File: src/rtl/rout_trace_buffer.sv
// rout_trace_buffer: observes the KGP_RISC result bus and records every change
// of value, together with a free-running cycle timestamp, in a show-ahead FIFO.
// A valid/ready port unloads the FIFO. Captures that find the FIFO full are
// dropped and counted, so lost results stay visible on long program runs.
module rout_trace_buffer #(
  parameter int DATA_W = 32,
  parameter int DEPTH  = 16,
  parameter int TS_W   = 16,
  localparam int AW    = $clog2(DEPTH),
  localparam int CW    = AW + 1
) (
  input  logic              clk,
  input  logic              reset,
  input  logic [DATA_W-1:0] rout,
  input  logic              trace_en,
  input  logic              clear,
  output logic              out_valid,
  input  logic              out_ready,
  output logic [DATA_W-1:0] out_data,
  output logic [TS_W-1:0]   out_ts,
  output logic [CW-1:0]     count,
  output logic              overflow,
  output logic [7:0]        drop_cnt
);

  // Storage arrays: contents only matter where the pointers say so, so they
  // carry no reset and are masked at the output when the FIFO is empty.
  logic [DATA_W-1:0] data_mem_q [DEPTH];
  logic [TS_W-1:0]   ts_mem_q   [DEPTH];

  logic [TS_W-1:0]   ts_q,        ts_d;
  logic [DATA_W-1:0] last_rout_q, last_rout_d;
  logic              first_q,     first_d;
  logic [AW-1:0]     wr_ptr_q,    wr_ptr_d;
  logic [AW-1:0]     rd_ptr_q,    rd_ptr_d;
  logic [CW-1:0]     count_q,     count_d;
  logic              overflow_q,  overflow_d;
  logic [7:0]        drop_cnt_q,  drop_cnt_d;

  logic full_s;
  logic empty_s;
  logic cap_s;
  logic pop_s;
  logic push_s;
  logic drop_s;

  // Decode this cycle's capture, pop, push and drop events.
  always_comb begin
    full_s  = (count_q == CW'(DEPTH));
    empty_s = (count_q == {CW{1'b0}});
    // A capture happens on the first enabled cycle and on every value change.
    cap_s   = trace_en && (first_q || (rout != last_rout_q));
    pop_s   = !empty_s && out_ready && !clear;
    // A pop in the same cycle frees a slot, so a full FIFO still accepts.
    push_s  = cap_s && (!full_s || pop_s) && !clear;
    drop_s  = cap_s && full_s && !pop_s && !clear;
  end

  // Next-state computation for timestamp, change detector, pointers and stats.
  always_comb begin
    ts_d = ts_q + TS_W'(1);

    // The change detector tracks rout even when the entry is dropped or cleared.
    if (cap_s) begin
      last_rout_d = rout;
    end else begin
      last_rout_d = last_rout_q;
    end

    // Disabling or clearing re-arms the unconditional first capture.
    if (clear || !trace_en) begin
      first_d = 1'b1;
    end else if (cap_s) begin
      first_d = 1'b0;
    end else begin
      first_d = first_q;
    end

    if (clear) begin
      wr_ptr_d   = {AW{1'b0}};
      rd_ptr_d   = {AW{1'b0}};
      count_d    = {CW{1'b0}};
      overflow_d = 1'b0;
      drop_cnt_d = 8'd0;
    end else begin
      if (push_s) begin
        wr_ptr_d = wr_ptr_q + AW'(1);
      end else begin
        wr_ptr_d = wr_ptr_q;
      end

      if (pop_s) begin
        rd_ptr_d = rd_ptr_q + AW'(1);
      end else begin
        rd_ptr_d = rd_ptr_q;
      end

      case ({push_s, pop_s})
        2'b10:   count_d = count_q + CW'(1);
        2'b01:   count_d = count_q - CW'(1);
        default: count_d = count_q;
      endcase

      if (drop_s) begin
        overflow_d = 1'b1;
      end else begin
        overflow_d = overflow_q;
      end

      // Drop counter saturates so a long stall cannot wrap it back to small values.
      if (drop_s && (drop_cnt_q != 8'hFF)) begin
        drop_cnt_d = drop_cnt_q + 8'd1;
      end else begin
        drop_cnt_d = drop_cnt_q;
      end
    end
  end

  // Control state registers with asynchronous active-low reset.
  always_ff @(posedge clk or negedge reset) begin
    if (!reset) begin
      ts_q        <= {TS_W{1'b0}};
      last_rout_q <= {DATA_W{1'b0}};
      first_q     <= 1'b1;
      wr_ptr_q    <= {AW{1'b0}};
      rd_ptr_q    <= {AW{1'b0}};
      count_q     <= {CW{1'b0}};
      overflow_q  <= 1'b0;
      drop_cnt_q  <= 8'd0;
    end else begin
      ts_q        <= ts_d;
      last_rout_q <= last_rout_d;
      first_q     <= first_d;
      wr_ptr_q    <= wr_ptr_d;
      rd_ptr_q    <= rd_ptr_d;
      count_q     <= count_d;
      overflow_q  <= overflow_d;
      drop_cnt_q  <= drop_cnt_d;
    end
  end

  // Entry write: the value and the timestamp of the capturing cycle.
  always_ff @(posedge clk) begin
    if (push_s) begin
      data_mem_q[wr_ptr_q] <= rout;
      ts_mem_q[wr_ptr_q]   <= ts_q;
    end
  end

  // Show-ahead head entry, forced to zero while the FIFO is empty.
  always_comb begin
    if (empty_s) begin
      out_data = {DATA_W{1'b0}};
      out_ts   = {TS_W{1'b0}};
    end else begin
      out_data = data_mem_q[rd_ptr_q];
      out_ts   = ts_mem_q[rd_ptr_q];
    end
  end

  assign out_valid = !empty_s;
  assign count     = count_q;
  assign overflow  = overflow_q;
  assign drop_cnt  = drop_cnt_q;

endmodule

File: config.mk
export PLATFORM = sky130hd
export DESIGN_NAME = rout_trace_buffer
export DESIGN_NICKNAME = d
export VERILOG_FILES = /design/src/rtl/rout_trace_buffer.sv
export SDC_FILE = /design/constraint.sdc
export NUM_CORES = 1
export LEC_CHECK = 0
export CAP_MARGIN = 20
export CORE_ASPECT_RATIO = 0.5
export CORE_MARGIN = 3
export CORE_UTILIZATION = 35
export CTS_BUF_LIST = sky130_fd_sc_hd__clkbuf_2 sky130_fd_sc_hd__clkbuf_4 sky130_fd_sc_hd__clkbuf_8
export DETAILED_ROUTE_END_ITERATION = 10
export SYNTH_ARGS = -nofsm -noshare
export SYNTH_HDL_FRONTEND = slang
export SYNTH_SLANG_ARGS = --single-unit
export TNS_END_PERCENT = 50
File: constraint.sdc
create_clock -name clk -period 3.45 [get_ports clk]
set_input_delay 0.69 -clock clk [delete_from_list [all_inputs] [get_ports clk]]
set_output_delay 0.69 -clock clk [all_outputs]
set_load 0.05 [all_outputs]
==> summary by stage <==
Timing
The number of failing setup endpoints in the final timing report is 43. The highest achievable clock rate is 277 MHz. The count of pins over their slew limit is 0.

For the pin with the worst max-slew slack, the measured transition is 1.05 ns. The final critical-path share of the clock period is 1.04. The number of endpoints with negative hold slack in the final report is 0. In this run the tightest slew margin relative to its limit is 0.299. The minimum setup slack in the final design is -0.154 ns.

Adding up every negative setup slack in the final design gives -2.42 ns. The final setup skew is 0.0700 ns. Setup repair after global routing could not meet its margin everywhere. The final critical path time including I/O delays and setup is 3.60 ns.

Setup path
STA classifies the critical path endpoint as an output pin. STA puts the critical path data required time at 2.76 ns. The arrival time reported for the critical path endpoint is 2.91 ns.

STA classifies the critical path startpoint as a flip-flop. The kind of critical path is reg -> out. The top fanout value on the critical path is 7.

Synthesis
After synthesis the cells add up to 0.0332 mm2. The average instance area after synthesis is 18.1 um2. The async set-or-reset flop fraction in the synthesized netlist is 0.0846. Synthesis inferred 839 register bits.

The number of nets in the synthesized netlist is 1,879. Of the total synthesized cell area, the portion taken by full adders, half adders and majority gates is 0.00438. The count of flip-flops with a built-in enable after synthesis is 768. The most used flip-flop cell after synthesis is sky130_fd_sc_hd__edfxtp_1. Of the total synthesized cell area, the portion taken by XOR and XNOR cells is 0.0137. Of the total synthesized cell area, the portion taken by AND, OR, NAND and NOR gates is 0.0346. The synthesized netlist cell count is 1,831. The number of warnings printed during yosys synthesis is 0. For this run, the register share of the synthesized area comes to 0.749. After synthesis, the largest family of logic cells by area is multiplexers. After synthesis, the share of cell area in mux cells is 0.130.

The synthesized netlist contains 55 unique library cells. The compound-gate portion of the synthesized area came to 0.0535.

CTS
Clock-pin slew was measured on the worst setup and hold paths at 0.07 ns. For this design, the CTS-stage hold fixing added 0 buffers. The maximum number of buffers from clock root to sink is 3. The latest clock arrival within the worst-skew pair is 0.81 ns. TritonCTS built the clock tree. CTS placed an instance of sky130_fd_sc_hd__clkbuf_8 at the clock tree root.

The clock net in this run drives a total of 839 sinks. In this run, CTS created clock tree buffers numbering 117. The count of H-tree levels built during CTS is 3.

Floorplanning
The total core area is 0.0934 mm2. The die is 441 um wide. In this run the vertical extent of the chip is 224 um.

The initialized floorplan defines 79 standard-cell rows. The die covers 0.0987 mm2. The count of boundary I/O pins is 100. The initial utilization of the core area, before any placement, comes to 0.355.

Power and ir drop
The worst voltage drop across the vdd grid is 454 uV. The switching power total is 8320 uW. The internal power component is 19,100 uW.

The power share of the combinational group is 0.299. For this design the static power due to leakage is 0.0137 uW. The share of total power dissipated in the clock network is 0.289. The switching power share of the total is 0.304. The power density over the cells is 651 mW/mm2. The sequential group share of total power is 0.412.

Global routing
The maximum number of pins on one net before global-route repair is 59. The global route total overflow is 0. The via count of the first global-routing pass is 18,800. The total track usage is 0.180.

The initial antenna violation count is 4. The first-pass GRT wire length is 129 mm.

Hold path
The kind of path behind the tightest hold check is in -> async.

Place
Port buffering added 99 buffers. Routability-driven placement finished with a final weighted congestion of 0.768. Detailed placement ended at an HPWL of 52.1 mm. In this run the cell area measured after placement is 0.0380 mm2.

Cells and area
For this run, the post-layout net count is 2,209. In the layout the commonest cells are sky130_fd_sc_hd__edfxtp_1, sky130_fd_sc_hd__mux2i_1, sky130_fd_sc_hd__nand2_1, sky130_fd_sc_hd__clkbuf_8, sky130_fd_sc_hd__buf_4. The filler cells instantiated in the layout total 7,907. The final design instance area without fill is 0.0421 mm2. Summing all multi-input logic gate instances after layout gives 0.00876 mm2. The library cell used most frequently in the layout, excluding fill and tap cells, is sky130_fd_sc_hd__edfxtp_1. In the final layout, flip-flops and latches occupy 0.0249 mm2.

The layout overhead on the synthesized area is 26.9%. In the final layout, the share of cells above drive strength 1 is 0.342.

Flow run
The tool flagged a number of max-cap violations equal to 0.

Drt
After detailed routing, the total wire length is 89.8 mm. Dividing the detail-routed via count by the number of cells gives 5.29. The routed length per instance is 25.5 um. The number of search-and-repair iterations in the first detailed-routing pass is 6. In this run, the number of DRC markers left after iteration 0 of detailed routing was 1,870. The DRC violations left is 0. In this run the remaining antenna-violating nets after routing total 0. The number of vias after detailed routing is 18,600.

Outcome
The checks that failed: setup timing. The run finished, with violations left.
## synthesized netlist by cell type, drive strengths merged (2+ instances only)
| library cell | instances | share of area |
|---|---|---|
| nor4 | 9 | 0.0026 |
| a31o | 2 | 0.00053 |
| mux4 | 96 | 0.065 |
| a21oi | 59 | 0.0089 |
| o21ai | 52 | 0.0078 |
| nor2b | 4 | 0.00075 |
| or3 | 3 | 0.00057 |
| and2 | 4 | 0.00075 |
| dfrtp | 70 | 0.053 |
| and4 | 6 | 0.0016 |
| a211oi | 48 | 0.011 |
| nand4 | 9 | 0.0019 |
| and3 | 14 | 0.0026 |
| mux2 | 60 | 0.021 |
| xor2 | 36 | 0.0095 |
| xnor2 | 16 | 0.0042 |
| mux2i | 146 | 0.044 |
| nand2b | 6 | 0.0011 |
| buf | 43 | 0.0062 |
| ha | 10 | 0.0038 |
| o31ai | 3 | 0.0011 |
| o22ai | 48 | 0.0091 |
| nand3 | 15 | 0.0023 |
| nor2 | 23 | 0.0026 |
| o221ai | 49 | 0.013 |
| nand2 | 138 | 0.016 |
| a21o | 2 | 0.00045 |
| edfxtp | 768 | 0.70 |
| clkbuf | 58 | 0.0066 |
| or4 | 2 | 0.00045 |
| nor3 | 5 | 0.00075 |
| inv | 14 | 0.0016 |
## routing by layer
layer,up-vias,routed length [um],GRT usage
met4,0,2130,0.0468
li1,8046,-,-
met1,9777,38900,0.250
met2,681,42000,0.281
met5,-,0,0
met3,128,6830,0.0481
## cell type report
cell class,count,area share
sequential,839,0.590
antenna,3,0.000178
tap,1255,0.0373
inverter,14,0.00125
clock inverter,38,0.00565
multi-input combinational,877,0.208
clock buffer,182,0.0516
timing repair buffer,312,0.105
## power groups by stage
stage / Sequential [uW] / Combinational (uW) / Clock [uW]
after floorplan: 11500 / 3610 / 0
after global placement: 11500 / 6610 / 0
after detailed placement: 11500 / 6610 / 0
after CTS: 11300 / 7810 / 8050
after global routing: 11300 / 8500 / 8500
final: 11300 / 8200 / 7910
## sequential cells by signal, summed over array words and instances, names as in the netlist, 4 cells and up
name / flops
drop_cnt: 8
last_rout_q: 32
rd_ptr_q: 4
count: 5
ts_q: 16
ts_mem_q: 256
data_mem_q: 512
wr_ptr_q: 4
## critical path, stage by stage, from the launching register on
cell and delay, ns:
sky130_fd_sc_hd__dfrtp_4 0.50, sky130_fd_sc_hd__buf_12 0.17, sky130_fd_sc_hd__buf_16 0.17, sky130_fd_sc_hd__buf_12 0.14, sky130_fd_sc_hd__mux2i_1 0.12, sky130_fd_sc_hd__o221ai_2 0.22
sky130_fd_sc_hd__nand2_1 0.13, sky130_fd_sc_hd__a211oi_4 0.47, sky130_fd_sc_hd__buf_12 0.20
## worst paths after layout
check | cells past startpoint | slack (ns) | endpoint | from
max | 8 | -0.15 | out_data[14] | rd_ptr_q[0]
min | 1 | 0.08 | last_rout_q[25] | reset
max reg2reg | 11 | 0.14 | count[4] | last_rout_q[9]
min reg2reg | 2 | 0.50 | last_rout_q[30] | last_rout_q[30]
max in group asynchronous | 1 | 2.54 | rd_ptr_q[1] | reset
min in group clk | 2 | 0.50 | last_rout_q[30] | last_rout_q[30]
## logic make-up (layout without fill, tap and decap cells)
kind of cell	Yosys count	count (layout)
DFF	839	839
other	0	3
muxes	302	302
and+or+nand+nor	242	242
adders and majority gates	11	11
xor gates and xnor gates	52	52
buffers and inverters	115	546
AOI/OAI and AO/OA	270	270
## what timing repair did
item	in CTS	in global routing
gates resized for setup	133	95
buffers inserted	9	17
pin swaps	39	53
setup endpoints to repair	49	50
gates cloned	10	5
## through the flow
stage	setup WS, ns	util	std cells	power [uW]	hold WS, ns
final	-0.154	0.451	3520	27400	0.0845
after global routing	-0.252	0.451	3520	28300	0.0941
after CTS	-0.228	0.443	3495	27100	0.0448
after detailed placement	-0.979	0.407	3256	18100	0.480
after global placement	-0.896	0.407	3256	18100	0.474
after floorplan	-0.0219	-	1831	15100	0.394
No activity file was read; power rests on OpenSTA's default activity.
